### src/rtl/id_ex_pipe_buffer_pkg.sv
// id_ex_pkg: shared control-bundle type and constants for the decode-to-execute buffer
//   ALU_OP_W : ALU opcode width carried in the control bundle
//   ctrl_t   : {we_br, op_alu, sel_dmx, w_ram, r_ram}
//   CTRL_NOP : all-zero control bundle carried by bubbles
package id_ex_pkg;
   localparam int ALU_OP_W = 4;
   typedef struct packed {
      logic                we_br;
      logic [ALU_OP_W-1:0] op_alu;
      logic                sel_dmx;
      logic                w_ram;
      logic                r_ram;
   } ctrl_t;
   localparam ctrl_t CTRL_NOP = '0;
endpackage

### src/rtl/pipe_stage_reg.sv
// pipe_stage_reg: one pipeline stage holding {valid, ctrl, dr1, dr2}
//   clk, rst_n       : rising-edge clock, asynchronous active-low reset
//   clear            : zero the stage on the next edge (beats hold and load)
//   hold             : keep current contents (beats load)
//   load             : capture the d_* bundle
//   d_valid/ctrl/dr1/dr2 : incoming bundle
//   q_valid/ctrl/dr1/dr2 : registered bundle
module pipe_stage_reg
   import id_ex_pkg::*;
#(
   parameter int DATA_W = 32
) (
   input  logic              clk,
   input  logic              rst_n,
   input  logic              clear,
   input  logic              hold,
   input  logic              load,
   input  logic              d_valid,
   input  ctrl_t             d_ctrl,
   input  logic [DATA_W-1:0] d_dr1,
   input  logic [DATA_W-1:0] d_dr2,
   output logic              q_valid,
   output ctrl_t             q_ctrl,
   output logic [DATA_W-1:0] q_dr1,
   output logic [DATA_W-1:0] q_dr2
);
   always_ff @(posedge clk or negedge rst_n) begin
      if (!rst_n) begin
         q_valid <= 1'b0;
         q_ctrl  <= CTRL_NOP;
         q_dr1   <= '0;
         q_dr2   <= '0;
      end else if (clear) begin
         q_valid <= 1'b0;
         q_ctrl  <= CTRL_NOP;
         q_dr1   <= '0;
         q_dr2   <= '0;
      end else if (load && !hold) begin
         q_valid <= d_valid;
         q_ctrl  <= d_ctrl;
         q_dr1   <= d_dr1;
         q_dr2   <= d_dr2;
      end
   end
endmodule

### src/rtl/id_ex_pipe_buffer.sv
// id_ex_pipe_buffer: STAGES-deep decode-to-execute buffer with valid tracking, stall, flush and occupancy
//   clk, rst_n   : rising-edge clock, asynchronous active-low reset
//   stall        : hold every stage, drop the input
//   flush        : invalidate and clear every stage (wins over stall)
//   in_*         : control bundle and operands from decode
//   out_*        : last-stage contents toward ALU / data RAM
//   occupancy    : number of valid stages
module id_ex_pipe_buffer
   import id_ex_pkg::*;
#(
   parameter int DATA_W = 32,
   parameter int OP_W   = 4,
   parameter int STAGES = 2
) (
   input  logic                          clk,
   input  logic                          rst_n,
   input  logic                          stall,
   input  logic                          flush,
   input  logic                          in_valid,
   input  logic                          in_we_br,
   input  logic [OP_W-1:0]               in_op_alu,
   input  logic                          in_sel_dmx,
   input  logic                          in_w_ram,
   input  logic                          in_r_ram,
   input  logic [DATA_W-1:0]             in_dr1,
   input  logic [DATA_W-1:0]             in_dr2,
   output logic                          out_valid,
   output logic                          out_we_br,
   output logic [OP_W-1:0]               out_op_alu,
   output logic                          out_sel_dmx,
   output logic                          out_w_ram,
   output logic                          out_r_ram,
   output logic [DATA_W-1:0]             out_dr1,
   output logic [DATA_W-1:0]             out_dr2,
   output logic [$clog2(STAGES+1)-1:0]   occupancy
);
   localparam int OCC_W = $clog2(STAGES+1);
   ctrl_t             in_ctrl;
   logic              d_valid [STAGES];
   ctrl_t             d_ctrl  [STAGES];
   logic [DATA_W-1:0] d_dr1   [STAGES];
   logic [DATA_W-1:0] d_dr2   [STAGES];
   logic              q_valid [STAGES];
   ctrl_t             q_ctrl  [STAGES];
   logic [DATA_W-1:0] q_dr1   [STAGES];
   logic [DATA_W-1:0] q_dr2   [STAGES];
   // bubbles enter with a zeroed control bundle so no write strobe can leak out
   assign in_ctrl = in_valid ? ctrl_t'({in_we_br, in_op_alu, in_sel_dmx, in_w_ram, in_r_ram}) : CTRL_NOP;
   for (genvar i = 0; i < STAGES; i++) begin : g_stage
      if (i == 0) begin : g_head
         assign d_valid[i] = in_valid;
         assign d_ctrl[i]  = in_ctrl;
         assign d_dr1[i]   = in_dr1;
         assign d_dr2[i]   = in_dr2;
      end else begin : g_link
         assign d_valid[i] = q_valid[i-1];
         assign d_ctrl[i]  = q_ctrl[i-1];
         assign d_dr1[i]   = q_dr1[i-1];
         assign d_dr2[i]   = q_dr2[i-1];
      end
      pipe_stage_reg #(.DATA_W(DATA_W)) u_stage (
         .clk     (clk),
         .rst_n   (rst_n),
         .clear   (flush),
         .hold    (stall),
         .load    (1'b1),
         .d_valid (d_valid[i]),
         .d_ctrl  (d_ctrl[i]),
         .d_dr1   (d_dr1[i]),
         .d_dr2   (d_dr2[i]),
         .q_valid (q_valid[i]),
         .q_ctrl  (q_ctrl[i]),
         .q_dr1   (q_dr1[i]),
         .q_dr2   (q_dr2[i])
      );
   end
   assign out_valid   = q_valid[STAGES-1];
   assign out_we_br   = q_ctrl[STAGES-1].we_br;
   assign out_op_alu  = q_ctrl[STAGES-1].op_alu;
   assign out_sel_dmx = q_ctrl[STAGES-1].sel_dmx;
   assign out_w_ram   = q_ctrl[STAGES-1].w_ram;
   assign out_r_ram   = q_ctrl[STAGES-1].r_ram;
   assign out_dr1     = q_dr1[STAGES-1];
   assign out_dr2     = q_dr2[STAGES-1];
   // entering valid adds one, leaving valid removes one; stays within 0..STAGES
   always_ff @(posedge clk or negedge rst_n) begin
      if (!rst_n)
         occupancy <= '0;
      else if (flush)
         occupancy <= '0;
      else if (!stall)
         occupancy <= occupancy + OCC_W'(in_valid) - OCC_W'(out_valid);
   end
endmodule

### config.mk
export PLATFORM = sky130hd
export DESIGN_NAME = id_ex_pipe_buffer
export DESIGN_NICKNAME = d
export VERILOG_FILES = /design/src/rtl/id_ex_pipe_buffer_pkg.sv /design/src/rtl/pipe_stage_reg.sv /design/src/rtl/id_ex_pipe_buffer.sv
export SDC_FILE = /design/constraint.sdc
export NUM_CORES = 1
export LEC_CHECK = 0
export ABC_AREA = 1
export ABC_CLOCK_PERIOD_IN_PS = 1400
export CORE_MARGIN = 8
export CORE_UTILIZATION = 35
export DETAILED_ROUTE_END_ITERATION = 12
export HOLD_SLACK_MARGIN = 0.06
export PLACE_DENSITY = 0.68
export SYNTH_ARGS = -nofsm -noshare
export SYNTH_HDL_FRONTEND = slang
export SYNTH_SLANG_ARGS = --single-unit
### constraint.sdc
create_clock -name clk -period 1.4 [get_ports clk]
set_input_delay 0.28 -clock clk [delete_from_list [all_inputs] [get_ports clk]]
set_output_delay 0.28 -clock clk [all_outputs]
set_load 0.05 [all_outputs]
==> results of run 1 <==
==> cell usage after synthesis (2+ instances only) <==
master / instances / area share, %
inv_2: 3 / 0.20
o21ai_0: 62 / 5.5
nand3_1: 10 / 0.89
inv_1: 77 / 5.2
buf_4: 9 / 1.2
clkbuf_1: 6 / 0.40
nand2_1: 146 / 9.8
buf_6: 3 / 0.60
o21ai_1: 85 / 7.6
buf_8: 4 / 1.1
buf_2: 10 / 0.89
ha_1: 2 / 0.45
dfrtp_1: 148 / 66
==> power by group through the flow <==
stage	logic, mW	clock network (mW)	registers, mW
5_1_grt	1.42	5.22	4.59
3_5_place_dp	1.33	0	4.65
6_report	1.31	4.88	4.58
3_3_place_gp	1.31	0	4.65
4_1_cts	1.33	5.03	4.58
2_1_floorplan	0.333	0	4.85
==> stage by stage <==
| stage | TNS, ps | power (mW) | worst slack [ps] | hold WS, ps |
|---|---|---|---|---|
| 6_report | 0 | 10.8 | 63.0 | 285 |
| 2_1_floorplan | 0 | 5.18 | 9.71 | -15.6 |
| 3_3_place_gp | -16790 | 5.96 | -161 | 149 |
| 5_1_grt | -5.47 | 11.2 | -5.47 | 295 |
| 4_1_cts | 0 | 10.9 | 38.6 | 271 |
| 3_5_place_dp | -19200 | 5.98 | -201 | 148 |
==> area by class of cell <==
cell class	instances	area share, %
clock inverters	11	1.97
inverters	80	3.40
well taps	216	3.06
clock buffers	21	5.33
repair buffers	166	28.4
flip-flops and latches	148	42.0
multi-input cells	307	15.8
==> how the worst max path moves through the flow <==
stage,end,startpoint,depth (start not counted),slack (ps)
after floorplan,occupancy[1],occupancy[0],7,10
after global placement,g_stage[0].u_stage.q_ctrl[7],flush,5,-160
after detailed placement,g_stage[1].u_stage.q_dr1[11],stall,6,-200
after CTS,occupancy[1],occupancy[1],1,40
after global routing,occupancy[1],g_stage[1].u_stage.q_valid,6,-5
final,occupancy[1],occupancy[1],1,60
==> state kept, by name, indices dropped and copies added, names as in the netlist <==
name	cells
g_stage.u_stage.q_valid	2
g_stage.u_stage.q_ctrl	16
occupancy	2
g_stage.u_stage.q_dr1	64
g_stage.u_stage.q_dr2	64
==> timing repair <==
item,4_1_cts,5_1_grt
endpoints found under the hold margin,123,0
endpoints found under the setup margin,0,1
gates resized for setup,0,3
hold buffers,1,0
==> cell families after synthesis <==
logic type	Yosys count
simple gates	158
compound gates	147
buf+inv	112
fa+ha+maj	2
flops	148
==> routing by layer <==
layer  routed length (um)  vias to the layer above  part of all wire (%)  GRT usage [%]
li1                     -                     2080                     -              -
met1                 6090                     2022                    42           18.1
met2                 7010                      123                    49           24.7
met3                 1040                       23                   7.2           5.44
met4                  284                        0                   2.0           6.38
met5                    0                        -                     0              0
==> summary.txt, run 1 <==
Yosys
  – Multiplexer share of the synthesized area: 0%
  – Synth Warn #: 0
  – Simple-gate share of the synthesized area: 10.9%
  – Number of synthesized flops with an enable pin: 0
  – Synthesized flop and latch total: 148
  – Sequential share of the synthesized area: 66.0%
  – Synth async-reset ratio: 100%
  – Compound-Gate Fraction of Synth Area: 13.1%
  – Synth Flop Type: dfrtp_1
  – XOR/XNOR share of the synthesized area: 0%
  – Syn Nets: 646
  – Post-Synth Adder-Cell Area: 0.446%
  – Count of cell types in the netlist: 15
  – Mapped Avg Cell Area: 9.89 um^2
  – Combinational family with the most area after synthesis: compound AO/OA/AOI/OAI gates
  – Cell Area, Synth: 5610 um^2
  – Post-Synthesis Cells: 567

Cells and area
  – Area taken by multi-input logic gates: 1400 um^2
  – Fin cells: 949
  – Commonest non-fill, non-tap cells in the layout: 146 x dfrtp_1, 145 x nand2_1, 85 x o21ai_1, 85 x buf_12
  – Antenna diodes: 0
  – Nets: 799
  – Commonest non-fill, non-tap cell in the layout: dfrtp_1
  – Final instance area: 8820 um^2
  – Share of layout cells above drive strength 1: 18.0%
  – Utilization after layout: 55.9%
  – Filler cell count: 1379
  – Synth-to-Final Area Change: 57.2%
  – Reg area: 3710 um^2

Clocking
  – CTS Buf Count: 17
  – Clk Latency, worst-skew pair: 420 ps
  – H-tree levels: 4
  – Postcts setup bufs: 0
  – CTS tree: yes
  – Clk slew on worst S/H paths: 60 ps
  – CTS Sinks: 148
  – Clock root cell: clkbuf_16
  – Worst-case clock buffer depth: 2

Timing
  – Worst clock skew: 6.33 ps
  – Tcrit/Tclk final: 95.5%
  – Worst-Margin Slew: 337 ps
  – Fmax: 0.748 GHz
  – Final setup fails: 0
  – Final Hold Fails: 0
  – Rel. slew slack: 77.5%
  – Slew Limit Fails: 0
  – Min Tclk post-route: 1340 ps

Floorplanning
  – Core ar.: 15800 um^2
  – Die H: 143 um
  – Die area: 20300 um^2
  – Initial Util: 35.6%
  – Die Wd: 143 um
  – Row count: 46
  – Top Ports: 152

Worst setup path
  – Reg2reg start: g_stage[1].u_stage.q_valid
  – Top delay family on crit path: flip-flops
  – Crit Path Max Fanout: 5
  – Crit end category: output port
  – Crit path cell chain: buf_12
  – CP arrival: 1060 ps
  – Reg-to-reg endpoint: occupancy[1]
  – FF-to-FF path depth: 6
  – Crit path kind: flip-flop to output port
  – Flop2flop setup slack: 80 ps
  – Slowest cell on the critical path: dfrtp_1
  – CP Buf/Inv Count: 1
  – Setup crit start kind: flip-flop
  – Slowest cell delay on critical path: 470 ps
  – Worst endpoint required time: 1120 ps

Power
  – Internal power: 8.21 mW
  – Net switching power figure: 2.56 mW
  – Peak supply drop: 0.742 mV
  – Net Sw Frac: 23.8%
  – Comb pwr share: 12.2%
  – Pwr/cell area: 1220 nW/um^2
  – Share of power burned in registers: 42.5%
  – Clock power frac: 45.3%
  – Pleak: 3.87 nW

Routing
  – Final wirelength: 14400 um
  – Avg WL per Cell: 15.2 um
  – Detailed Routing Iterations Pass 1: 4
  – Via count: 4248
  – Initial detailed-routing violation count: 183
  – Vias/cell: 4.48
  – DRC: 0
  – Antenna Nets Post-Route: 0

Placed design
  – RD Place Congestion: 0.736
  – Port Buffer Count: 151
  – Inst Count DP: 916
  – Post-DP HPWL: 9870 um
  – Placement Cell Area: 8150 um^2

Global route
  – Pin count of the biggest net entering global routing: 51
  – Vias in the first global route: 4647
  – Gr usage total: 15.3%
  – Initial antenna violation count: 0
  – Remaining Overflow, GRT: 0
  – First-pass GRT wire length: 24000 um

Status
  – Status: finished, final reports clean

Job
  – Max-cap viol count: 0

Hold path
  – Hold Path Class: input pin to async pin
Power figures use the tool's default switching activity.
==> inputs of run 2 (changes only) <==
ABC_AREA = unset   (was 1)
CORE_MARGIN = unset   (was 8)
PLACE_DENSITY = 0.67   (was 0.68)
==> summary.txt, run 2 <==
Clocking
  – Clk slew on worst S/H paths: 50 ps (about the same)
  – Postcts setup bufs: 0 (unchanged)
  – H-tree levels: 4 (unchanged)
  – Worst-case clock buffer depth: 2 (unchanged)
  – CTS Buf Count: 17 (unchanged)
  – CTS tree: yes
  – Clock root cell: clkbuf_16
  – Clk Latency, worst-skew pair: 400 ps (-20 ps)
  – CTS Sinks: 148 (unchanged)

Worst setup path
  – Slowest cell delay on critical path: 400 ps (-70 ps)
  – CP Buf/Inv Count: 1 (unchanged)
  – Crit path kind: flip-flop to flip-flop
  – Crit end category: flip-flop
  – Crit Path Max Fanout: 2 (-3)
  – Slowest cell on the critical path: dfrtp_2
  – Top delay family on crit path: adder cells
  – Worst endpoint required time: 1730 ps (+610 ps)
  – Setup crit start kind: flip-flop
  – CP arrival: 1890 ps (+830 ps)
  – Crit path cell chain: ha_1, inv_1, ha_2, xnor2_1, or3_1, a21oi_2

Global route
  – Pin count of the biggest net entering global routing: 52 (+2.0%)
  – Initial antenna violation count: 0 (unchanged)
  – First-pass GRT wire length: 21800 um (-9.3%)
  – Remaining Overflow, GRT: 0 (unchanged)
  – Vias in the first global route: 4339 (-6.6%)
  – Gr usage total: 15.7% (+0.41 points)

Routing
  – Highest metal used: met4
  – Via count: 4067 (-4.3%)
  – Vias/cell: 4.60 (+2.8%)
  – Final wirelength: 13100 um (-8.9%)
  – Antenna Nets Post-Route: 0 (unchanged)
  – DRC: 0 (unchanged)
  – Met3 WL: 1150 um (+11%)
  – Avg WL per Cell: 14.9 um (-2.2%)
  – Detailed Routing Iterations Pass 1: 4 (unchanged)
  – Initial detailed-routing violation count: 157 (-14%)
  – Met1 wire length: 5720 um (-6.0%)
  – Met2 Wirelength: 6190 um (-12%)

Cells and area
  – Filler cell count: 1430 (+3.7%)
  – Commonest non-fill, non-tap cells in the layout: 146 x dfrtp_1, 140 x nor2_1, 138 x mux2i_1
  – Synth-to-Final Area Change: 49.9%
  – Commonest non-fill, non-tap cell in the layout: dfrtp_1
  – Antenna diodes: 0 (unchanged)
  – Final instance area: 9250 um^2 (+4.8%)
  – Biggest regs: g_stage.u_stage.q_dr1: 64 flops, g_stage.u_stage.q_dr2: 64 flops, g_stage.u_stage.q_ctrl: 16 flops
  – Nets: 727 (-9.0%)
  – Fin cells: 884 (-6.8%)
  – Share of layout cells above drive strength 1: 19.9% (+1.9 points)

Timing
  – RSZ-0062 raised after global routing: true
  – Tcrit/Tclk final: 111% (+16 points)
  – Fmax: 0.641 GHz (-14%)
  – Min Tclk post-route: 1560 ps (+222 ps)
  – Final Hold Fails: 0 (unchanged)
  – Worst clock skew: 5.31 ps (-1.02 ps)
  – Final WS setup: -159 ps (-222 ps)
  – Worst-Margin Slew: 339 ps (+1.79 ps)
  – Rel. slew slack: 77.4% (-0.12 points)
  – Final Hold Slack: 227 ps (-58.5 ps)
  – Slew Limit Fails: 0 (unchanged)
  – Final setup fails: 1 (+1)

Power
  – Peak supply drop: 0.763 mV (+2.8%)
  – Design Power: 10.9 mW (+1.5%)
  – Share of power burned in registers: 42.1% (-0.4 points)
  – Pwr/cell area: 1180 nW/um^2 (-3.2%)
  – Internal power: 8.43 mW (+2.7%)
  – Pleak: 4.47 nW (+16%)
  – Net Sw Frac: 22.8% (-0.92 points)
  – Comb pwr share: 13.4% (+1.2 points)
  – Net switching power figure: 2.50 mW (-2.4%)
  – Clock power frac: 44.4% (-0.9 points)

Yosys
  – Syn Nets: 571 (-12%)
  – Most common cell in the netlist: dfrtp_1
  – Synth Warn #: 0 (unchanged)
  – Synth top area cells: dfrtp_1 60%, mux2i_1 22%, nor2_1 8.5%
  – Synth Flop Type: dfrtp_1
  – Synth top cells by count: 148 x dfrtp_1, 140 x nor2_1, 138 x mux2i_1
  – Post-Synthesis Cells: 492 (-13%)
  – Synth async-reset ratio: 100% (unchanged)
  – Count of cell types in the netlist: 19 (+4)
  – Number of synthesized flops with an enable pin: 0 (unchanged)
  – Yosys top cell area share: 60.0% (-6.0 points)
  – Synthesized flop and latch total: 148 (unchanged)
  – Mapped Avg Cell Area: 12.5 um^2 (+27%)
  – Sequential share of the synthesized area: 60.0% (-6.0 points)
  – Biggest area consumer among synthesized cells: dfrtp_1
  – Cell Area, Synth: 6170 um^2 (+10%)

Floorplanning
  – Core ar.: 17200 um^2 (+9.3%)
  – Top Ports: 152 (unchanged)
  – Die H: 135 um (-5.5%)
  – Row count: 48 (+4.3%)
  – Die area: 18200 um^2 (-11%)
  – Die Wd: 135 um (-5.5%)
  – Initial Util: 35.8% (+0.22 points)

Job
  – Max-cap viol count: 0 (unchanged)

Status
  – Failing checks: negative setup slack
  – Status: finished, violations left

Placed design
  – Placement Setup Slack: -245 ps (-44.2 ps)
  – Port Buffer Count: 151 (unchanged)
  – Placement Cell Area: 8600 um^2 (+5.5%)
  – Post-DP HPWL: 9220 um (-6.5%)
  – Inst Count DP: 853 (-6.9%)
  – RD Place Congestion: 0.811 (+10%)

Hold path
  – Hold Path Class: input pin to flip-flop
## run 2: cells by family after synthesis
logic type	Yosys count	share of synthesized area (%)
and+or+nand+nor	156	10.0
DFF	148	60.0
muxes	138	22.4
buffers and inverters	36	6.08
AOI/OAI and AO/OA	11	0.933
adders and majority gates	2	0.406
xor gates and xnor gates	1	0.142
## run 2: path summary, 6_finish.rpt
path	from	end	slack (ps)	depth (start not counted)
max in group asynchronous	rst_n	g_stage[1].u_stage.q_dr2[9]	550	3
max	g_stage[1].u_stage.q_valid	occupancy[1]	-160	6
min reg2reg	g_stage[0].u_stage.q_ctrl[2]	g_stage[0].u_stage.q_ctrl[2]	520	2
min	flush	g_stage[1].u_stage.q_ctrl[4]	230	2
max reg2reg	g_stage[1].u_stage.q_valid	occupancy[1]	-160	6
min in group asynchronous	rst_n	g_stage[0].u_stage.q_dr1[19]	330	2
## run 2: repair_timing
item	CTS	global route
endpoints found under the setup margin	2	3
endpoints found under the hold margin	24	0
hold buffers	1	0
gates resized for setup	1	0
## run 2: power by group through the flow
stage / registers [mW] / clock network [mW] / logic [mW]
2_1_floorplan: 4.87 / 0 / 0.546
3_3_place_gp: 4.67 / 0 / 1.45
3_5_place_dp: 4.68 / 0 / 1.48
4_1_cts: 4.61 / 5.00 / 1.49
5_1_grt: 4.63 / 5.22 / 1.58
6_report: 4.60 / 4.86 / 1.47
## run 2: through the flow
stage / TNS (ps) / utilization [%]
global route: -261 / 53.6
floorplan: -245 / -
detailed placement: -245 / 49.9
finish: -159 / 53.6
CTS: -168 / 53.6
global placement: -126 / 49.9
## run 2: worst register-to-register path, stage by stage, from the launching register on
cell     delay [ps]
dfrtp_2         400
ha_1            270
inv_1            40
ha_2            170
xnor2_1         140
or3_1           330
a21oi_2         140
## run 2: cell type report
type	count	area [um^2]	area share (%)
flip-flops and latches	148	3710	40.1
inverters	2	7.51	0.0812
well taps	225	282	3.04
clock inverters	10	180	1.95
repair buffers	171	2520	27.2
clock buffers	20	457	4.94
multi-input cells	308	2100	22.7
## run 2: layer usage
layer	global-route usage [%]	up-vias
met4	4.12	0
met1	19.3	1992
li1	-	1946
met5	0	-
met3	7.51	6
met2	24.6	123
==> inputs of run 3 (changes only) <==
DONT_BUFFER_PORTS = 1   (was unset)
PLACE_DENSITY = 0.56   (was 0.67)
==> summary.txt, run 3 (same netlist as run 2, synthesis figures left out) <==
Timing
  – Worst-Margin Slew: 522 ps (+183 ps)
  – Final setup fails: 1 (unchanged)
  – Final Hold Fails: 179 (+179)
  – RSZ-0062 raised after global routing: true
  – Final Hold Slack: -436 ps (-663 ps)
  – Final WS setup: -102 ps (+57.9 ps)
  – Worst clock skew: 5.29 ps (-0.0194 ps)
  – Min Tclk post-route: 1500 ps (-57.9 ps)
  – Fmax: 0.666 GHz (+3.9%)
  – Slew Limit Fails: 0 (unchanged)
  – Rel. slew slack: 65.2% (-12 points)
  – Tcrit/Tclk final: 107% (-4.1 points)

Routing
  – Highest metal used: met4
  – Vias/cell: 4.69 (+2.0%)
  – DRC: 0 (unchanged)
  – Met2 Wirelength: 5600 um (-9.4%)
  – Final wirelength: 12200 um (-7.5%)
  – Met3 WL: 1200 um (+3.8%)
  – Initial detailed-routing violation count: 147 (-6.4%)
  – Antenna Nets Post-Route: 0 (unchanged)
  – Via count: 3767 (-7.4%)
  – Detailed Routing Iterations Pass 1: 5 (+1)
  – Avg WL per Cell: 15.1 um (+1.8%)
  – Met1 wire length: 5240 um (-8.4%)

Global route
  – Initial antenna violation count: 0 (unchanged)
  – Remaining Overflow, GRT: 0 (unchanged)
  – Vias in the first global route: 3902 (-10%)
  – First-pass GRT wire length: 19800 um (-9.4%)
  – Gr usage total: 13.8% (-1.9 points)
  – Pin count of the biggest net entering global routing: 158 (+200%)

Worst setup path
  – Slowest cell on the critical path: dfrtp_2
  – Crit path cell chain: ha_4, inv_2, ha_4, xnor2_2, or3_1, a21oi_1
  – FF-to-FF path depth: 6 (unchanged)
  – CP Buf/Inv Count: 1 (unchanged)
  – Reg2reg start: g_stage[1].u_stage.q_valid
  – Top delay family on crit path: adder cells
  – Flop2flop setup slack: -100 ps (+60 ps)
  – Slowest cell delay on critical path: 420 ps (+20 ps)
  – Crit Path Max Fanout: 2 (unchanged)
  – CP most frequent cell: ha_4
  – Setup crit start kind: flip-flop
  – Worst endpoint required time: 1730 ps (about the same)
  – Crit path kind: flip-flop to flip-flop
  – Crit end category: flip-flop
  – Worst Setup SP: g_stage[1].u_stage.q_valid
  – CP arrival: 1840 ps (-50 ps)
  – Reg-to-reg endpoint: occupancy[1]

Cells and area
  – Synth-to-Final Area Change: 23.0%
  – Commonest non-fill, non-tap cells in the layout: 144 x dfrtp_1, 140 x nor2_1, 138 x mux2i_1
  – Commonest non-fill, non-tap cell in the layout: dfrtp_1
  – Nets: 644 (-11%)
  – Biggest regs: g_stage.u_stage.q_dr1: 64 flops, g_stage.u_stage.q_dr2: 64 flops, g_stage.u_stage.q_ctrl: 16 flops
  – Area taken by multi-input logic gates: 2120 um^2 (+1.3%)
  – Reg area: 3710 um^2 (about the same)
  – Filler cell count: 1597 (+12%)
  – Fin cells: 803 (-9.2%)
  – Antenna diodes: 0 (unchanged)
  – Utilization after layout: 44.0% (-9.6 points)
  – Share of layout cells above drive strength 1: 8.48% (-11 points)

Clocking
  – Clk Latency, worst-skew pair: 410 ps (about the same)
  – Clock root cell: clkbuf_16
  – CTS tree: yes
  – H-tree levels: 4 (unchanged)
  – Clk slew on worst S/H paths: 60 ps (about the same)
  – CTS Buf Count: 17 (unchanged)
  – Worst-case clock buffer depth: 2 (unchanged)
  – CTS Hold Bufs: 79 (+78)
  – CTS Sinks: 148 (unchanged)
  – Postcts setup bufs: 0 (unchanged)

Power
  – Pwr/cell area: 1320 nW/um^2 (+12%)
  – Peak supply drop: 0.773 mV (+1.3%)
  – Pleak: 3.94 nW (-12%)

Status
  – Failing checks: negative hold slack, negative setup slack
  – Status: finished, violations left

Job
  – Max-cap viol count: 0 (unchanged)

Floorplanning
  – Die Wd: 135 um (unchanged)
  – Initial Util: 35.8% (unchanged)
  – Core ar.: 17200 um^2 (unchanged)
  – Die H: 135 um (unchanged)
  – Die area: 18200 um^2 (unchanged)
  – Top Ports: 152 (unchanged)
  – Row count: 48 (unchanged)

Placed design
  – RD Place Congestion: 0.697 (-14%)
  – Inst Count DP: 692 (-19%)
  – Port Buffer Count: 0 (-100%)
  – Post-DP HPWL: 6670 um (-28%)

Hold path
  – Hold Path Class: input pin to async pin
[run 3: changes by cell type in the layout (fill, tap and decap cells not counted), moves of 2 or more]
| cell | change |
|---|---|
| clkdlybuf4s50_1 | -73 |
| dlygate4sd3_1 | +78 |
| dfrtp_2 | +2 |
| dfrtp_1 | -2 |
| clkinv_4 | +2 |
| bufinv_16 | -2 |
| buf_12 | -83 |
| buf_4 | -3 |
| ha_4 | +2 |
[run 3: report_power, final]
group | switching (mW) | leakage, nW | internal, mW | total [mW]
Combinational | 0.202 | 1.65 | 0.391 | 0.593
Clock | 1.77 | 0.292 | 2.90 | 4.67
Sequential | 0.330 | 2.00 | 4.46 | 4.79
Total | 2.30 | 3.94 | 7.75 | 10.1
[run 3: layout make-up]
cell class | count | share of cell area (%)
Multi-Input combinational cell | 308 | 28.0
Tap cell | 225 | 3.71
Clock inverter | 12 | 2.03
Clock buffer | 20 | 6.02
Inverter | 2 | 0.0989
Sequential cell | 148 | 48.9
Timing Repair Buffer | 88 | 11.3
[run 3: how the worst max path moves through the flow]
stage / slack, ps / endpoint / cells past startpoint
2_1_floorplan: -220 / occupancy[1] / 7
3_3_place_gp: -60 / occupancy[1] / 6
3_5_place_dp: -100 / occupancy[1] / 6
4_1_cts: -100 / occupancy[1] / 6
5_1_grt: -150 / occupancy[1] / 6
6_report: -100 / occupancy[1] / 6
[run 3: metal layers]
layer	vias to the layer above	track usage, %
li1	1783	-
met3	6	6.19
met4	0	4.68
met2	112	21.7
met5	-	0
met1	1866	16.6
[run 3: per-stage QoR]
stage | setup WS (ps) | area [um^2] | setup TNS [ps] | power [mW]
2_1_floorplan | -219 | 6170 | -245 | 5.42
3_3_place_gp | -60.4 | 6160 | -60.4 | 5.25
3_5_place_dp | -102 | 6160 | -102 | 5.28
4_1_cts | -102 | 7570 | -102 | 10.2
5_1_grt | -151 | 7590 | -151 | 10.5
6_report | -102 | 7590 | -102 | 10.1
[run 3: what timing repair did]
action | CTS | global route
resized for setup | 1 | 5
setup endpoints to repair | 1 | 3
endpoints found under the hold margin | 296 | 217
cloned | 0 | 0
